### src/rtl/moore_seq_pkg.sv
// Shared helpers for the Moore sequence detector: state width and the
// elaboration-time KMP next-state function used to build the transition table.
package moore_seq_pkg;

  localparam int MAX_PAT_LEN = 16;

  function automatic int state_width(input int pat_len);
    return $clog2(pat_len + 1);
  endfunction

  // Bit m of the pattern counted from the first bit expected on the wire.
  function automatic logic pat_bit(input logic [MAX_PAT_LEN-1:0] pattern,
                                   input int pat_len, input int m);
    return pattern[pat_len-1-m];
  endfunction

  // Longest suffix of (matched prefix of length k, b) that is a pattern prefix,
  // capped at pat_len. From the accept state without overlap, restart from S_0.
  function automatic int next_state(input int k, input logic b,
                                    input logic [MAX_PAT_LEN-1:0] pattern,
                                    input int pat_len, input bit overlap);
    int                 kk;
    int                 best;
    bit                 ok;
    logic [MAX_PAT_LEN:0] s;
    kk = k;
    if (kk > pat_len || (kk == pat_len && !overlap)) kk = 0;
    s = '0;
    for (int i = 0; i <= MAX_PAT_LEN; i++)
      if (i < kk) s[i] = pat_bit(pattern, pat_len, i);
      else if (i == kk) s[i] = b;
    best = 0;
    for (int j = 1; j <= MAX_PAT_LEN; j++) begin
      if (j <= kk + 1 && j <= pat_len) begin
        ok = 1'b1;
        for (int m = 0; m < MAX_PAT_LEN; m++)
          if (m < j && s[kk+1-j+m] != pat_bit(pattern, pat_len, m)) ok = 1'b0;
        if (ok) best = j;
      end
    end
    return best;
  endfunction

endpackage

### src/rtl/sat_counter.sv
// Saturating up-counter with synchronous clear; holds at all-ones.
module sat_counter #(
  parameter int W = 8
) (
  input  logic         clock,
  input  logic         reset,
  input  logic         clr,
  input  logic         inc,
  output logic [W-1:0] q
);

  always_ff @(posedge clock or posedge reset) begin
    if (reset)                 q <= '0;
    else if (clr)              q <= '0;
    else if (inc && ~&q)       q <= q + 1'b1;
  end

endmodule

### src/rtl/moore_seq_detector.sv
// Moore serial pattern detector: state = matched prefix length, detect in the
// accept state, saturating count of entries into the accept state.
module moore_seq_detector
  import moore_seq_pkg::*;
#(
  parameter int                 PAT_LEN = 4,
  parameter logic [PAT_LEN-1:0] PATTERN = 4'b1011,
  parameter int                 OVERLAP = 1,
  parameter int                 CNT_W   = 8,
  localparam int                SW      = state_width(PAT_LEN)
) (
  input  logic             clock,
  input  logic             reset,
  input  logic             clr,
  input  logic             x_valid,
  input  logic             x_in,
  output logic [SW-1:0]    state,
  output logic             detect,
  output logic [CNT_W-1:0] match_count
);

  localparam int            NST    = 2**SW;
  localparam logic [SW-1:0] ACCEPT = SW'(PAT_LEN);

  logic [SW-1:0] ns_tab [NST][2];
  logic [SW-1:0] state_nxt;
  logic          inc;

  // Constant transition table; unreachable encodings fall back to S_0.
  for (genvar k = 0; k < NST; k++) begin : g_tab
    for (genvar b = 0; b < 2; b++) begin : g_bit
      localparam int NS = (k <= PAT_LEN)
        ? next_state(k, 1'(b), MAX_PAT_LEN'(PATTERN), PAT_LEN, OVERLAP != 0) : 0;
      assign ns_tab[k][b] = SW'(NS);
    end
  end

  always_ff @(posedge clock or posedge reset) begin
    if (reset) state <= '0;
    else       state <= state_nxt;
  end

  always_comb begin
    state_nxt = state;
    if (clr)          state_nxt = '0;
    else if (x_valid) state_nxt = ns_tab[state][x_in];
  end

  always_comb begin
    detect = (state == ACCEPT);
    inc    = x_valid && !clr && (state_nxt == ACCEPT);
  end

  sat_counter #(.W(CNT_W)) u_cnt (
    .clock (clock),
    .reset (reset),
    .clr   (clr),
    .inc   (inc),
    .q     (match_count)
  );

endmodule

### config.mk
export PLATFORM = sky130hd
export DESIGN_NAME = moore_seq_detector
export DESIGN_NICKNAME = d
export VERILOG_FILES = /design/src/rtl/moore_seq_pkg.sv /design/src/rtl/sat_counter.sv /design/src/rtl/moore_seq_detector.sv
export SDC_FILE = /design/constraint.sdc
export NUM_CORES = 1
export LEC_CHECK = 0
export BUFFER_PORTS_ARGS = -buffer_cell sky130_fd_sc_hd__buf_2
export CORE_AREA = 4 4 41 43
export CTS_BUF_LIST = sky130_fd_sc_hd__clkbuf_8
export DETAILED_ROUTE_END_ITERATION = 6
export DIE_AREA = 0 0 45 47
export MAX_ROUTING_LAYER = met4
export PLACE_DENSITY = 0.74
export SLEW_MARGIN = 10
export SYNTH_ARGS = -nofsm -noshare
export SYNTH_HDL_FRONTEND = slang
export SYNTH_SLANG_ARGS = --single-unit
### constraint.sdc
create_clock -name clock -period 1.8 [get_ports clock]
set_input_delay 0.18 -clock clock [delete_from_list [all_inputs] [get_ports clock]]
set_output_delay 0.18 -clock clock [all_outputs]
set_load 0.02 [all_outputs]
==> run_results.csv <==
group,metric,value,unit
synth,yosysSeqAreaShare,0.431,
critical_path,r2r_setup_slack,240,ps
finish,stdcell_area,787,um^2
critical_path,startpoint_type,"flop",
finish,final_cell_mix,"buf_2 (16), dfrtp_1 (11), a21oi_1 (6)",
timing,timing.hold.ws,266,ps
finish,drive_above_1_share,0.262,
route,drtIter0Drc,8,
floorplanning,dieWidth,45,um
synth,async_flop_share,1.00,
grt,grt_pass1_vias,545,
clock_tree,cts_sinks,11,
critical_path,crit_chain,"and4_1 -> nand2_1 -> o21ai_1 -> mux2_2",
clock_tree,clk_latency,240,ps
timing,setup_ws,239,ps
timing,fin_crit_sh,0.867,
floorplanning,coreArea,0.00130,mm^2
worst_hold_path,min_path_type,"primary input to flop",
critical_path,critPathCaptureType,"flop",
floorplanning,start_util,0.490,
synth,synth.distinct_cells,28,
floorplanning,die_area,0.00212,mm^2
synth,syn_nets,70,
critical_path,crit_slowest_cell,"dfrtp_1",
grt,grt_usage,0.158,
worst_hold_path,worstHoldEndpoint,"state[1]$_DFF_PP0_",
synth,synth-edff-count,0,
placed_design,placed_cells,94,
timing,rsz0062_at_grt,"no",
timing,skew,2.01,ps
route,wl,1300,um
route,first_pass_iters,4,
synth,synthXorXnorAreaFrac,0,
finish,layout.cells.non_filler,99,
route,post_drt_via_cell_ratio,5.56,
power_and_ir_drop,power_density,668,mW/mm^2
critical_path,cp.arrival,1680,ps
critical_path,required,1920,ps
critical_path,critPathMaxFanout,8,
synth,synth_top_area_cell,"dfrtp_1",
route,vias,550,
grt,grt_first_pass_wirelength,2340,um
synth,ys_ff_latch,11,
synth,synthAdderAreaFrac,0.0196,
worst_hold_path,min_path_cells,2,
worst_hold_path,hold_path.startpoint,"clr",
power_and_ir_drop,peakVddDrop,0.641,mV
power_and_ir_drop,finalPower,526,uW
timing,relSlewSlack,0.722,
power_and_ir_drop,p_leak,0.413,nW
timing,timing.fmax,641,MHz
placed_design,place.gp.congestion,0.764,
clock_tree,ctsResizeCount,0,
clock_tree,cts_tree,"done",
synth,syn_area,638,um^2
clock_tree,clk_pin_slew,50,ps
finish,fin_nets,91,
synth,synth_top_family_by_area,"simple AND/OR/NAND/NOR gates",
synth,synth.area.top_cells,"dfrtp_1 (43%), a21oi_1 (4.7%), mux2i_1 (4.7%)",
timing,setup_viol,0,
critical_path,crit_type,"flop to flop",
synth,yosys_most_used_dff,"dfrtp_1",
timing,layout_min_cycle_time,1560,ps
route,wl_per_cell,13.2,um
finish,area.growth.synth_to_final,23.3,%
finish,fill_cells,121,
grt,antenna_found_initial,0,
critical_path,r2r-end,"u_cnt.q[1]$_DFFE_PP0P_",
timing,tightest_slew,417,ps
critical_path,slowest_delay,440,ps
clock_tree,cts-root-buf,"clkbuf_8",
placed_design,dp_slack,271,ps
finish,final_common_cell,"buf_2",
run,max-cap-violations,0,
route,antenna_left,0,
clock_tree,htreeDepth,1,
clock_tree,cts_buffers,3,
synth,synth_simple_gate_area_frac,0.347,
route,drcViolationCount,0,
timing,slew_violations,0,
floorplanning,num_rows,13,
placed_design,dp_hpwl,968,um
synth,synth_warnings,0,
synth,avgSynthCellArea,9.97,um^2
placed_design,numPortBuffers,16,
grt,grt_max_degree,14,
timing,hold_violations,0,
timing,setup_tns,0,ps
synth,synth_compound_area_frac,0.100,
synth,synth.top_cell.area_share,0.431,
finish,fin_util,0.605,
finish,n_antenna_cell,0,
placed_design,postPlaceCellArea,732,um^2
clock_tree,clk_path_buf_depth,2,
grt,grt_overflow_total,0,
critical_path,r2r-start,"u_cnt.q[3]$_DFFE_PP0P_",
synth,synth_cells,64,
floorplanning,io_pins,17,
run_status,status,"completed",
critical_path,r2r_cells,4,
synth,synth_mux_area_frac,0.0824,
floorplanning,die_y,47,um
## cells by family (layout without fill, tap and decap cells)
family | after synthesis | count (layout)
simple gates | 33 | 33
flops | 11 | 11
compound gates | 11 | 11
fa+ha+maj | 1 | 1
mux | 5 | 5
buf+inv | 3 | 23
## area by class of cell
type	count	area, um^2	share of cell area
inverters	2	7.51	0.00954
flip-flops and latches	11	275	0.350
repair buffers	17	90.1	0.114
multi-input cells	50	350	0.445
clock buffers	3	41.3	0.0525
clock inverters	1	3.75	0.00477
well taps	15	18.8	0.0238
## worst max path at each step
stage | slack, ps | endpoint | cells past startpoint | start
CTS | 260 | u_cnt.q[1]$_DFFE_PP0P_ | 4 | u_cnt.q[3]$_DFFE_PP0P_
global placement | 270 | u_cnt.q[1]$_DFFE_PP0P_ | 4 | u_cnt.q[3]$_DFFE_PP0P_
detailed placement | 270 | u_cnt.q[1]$_DFFE_PP0P_ | 4 | u_cnt.q[3]$_DFFE_PP0P_
finish | 240 | u_cnt.q[1]$_DFFE_PP0P_ | 4 | u_cnt.q[3]$_DFFE_PP0P_
floorplan | 50 | state[1]$_DFF_PP0_ | 4 | state[0]$_DFF_PP0_
global route | 80 | u_cnt.q[6]$_DFFE_PP0P_ | 5 | u_cnt.q[0]$_DFFE_PP0P_
## flip-flops by register name (all words and copies together) (netlist names)
register and count:
state 3, u_cnt.q 8
## power breakdown
part | internal [mW] | switching [mW] | total [mW] | leakage [nW]
clock | 0.150 | 0.0919 | 0.242 | 0.0269
combinational | 0.0113 | 0.0197 | 0.0309 | 0.233
sequential | 0.249 | 0.00373 | 0.253 | 0.153
total | 0.410 | 0.115 | 0.526 | 0.413
## layer usage
| layer | global-route usage | part of all wire |
|---|---|---|
| met4 | 0.0351 | 0.0092 |
| met2 | 0.254 | 0.47 |
| met5 | - | 0 |
| met3 | 0.0575 | 0.055 |
| met1 | 0.188 | 0.47 |
## Yosys cell counts (2+ instances only)
cell	count
a21oi_1	6
and4_1	2
dfrtp_1	11
inv_1	2
mux2i_1	3
nand2_1	3
nand2b_1	4
nand3_1	4
nor2_1	4
nor2b_1	3
nor3_1	4
nor3b_1	2
## critical path, delay by kind of cell, from the launching register on
| kind | cells | cell delay [ps] |
|---|---|---|
| multiplexers | 1 | 360 |
| AND/OR/NAND/NOR | 2 | 400 |
| AO/OA/AOI/OAI | 1 | 240 |
| flip-flops | 1 | 440 |
## repair_timing
| item | 4_1_cts | 5_1_grt |
|---|---|---|
| buffers inserted | 0 | 0 |
| hold buffers | 1 | 0 |
| hold endpoints to repair | 11 | 0 |
(Power assumes the default switching activity.)
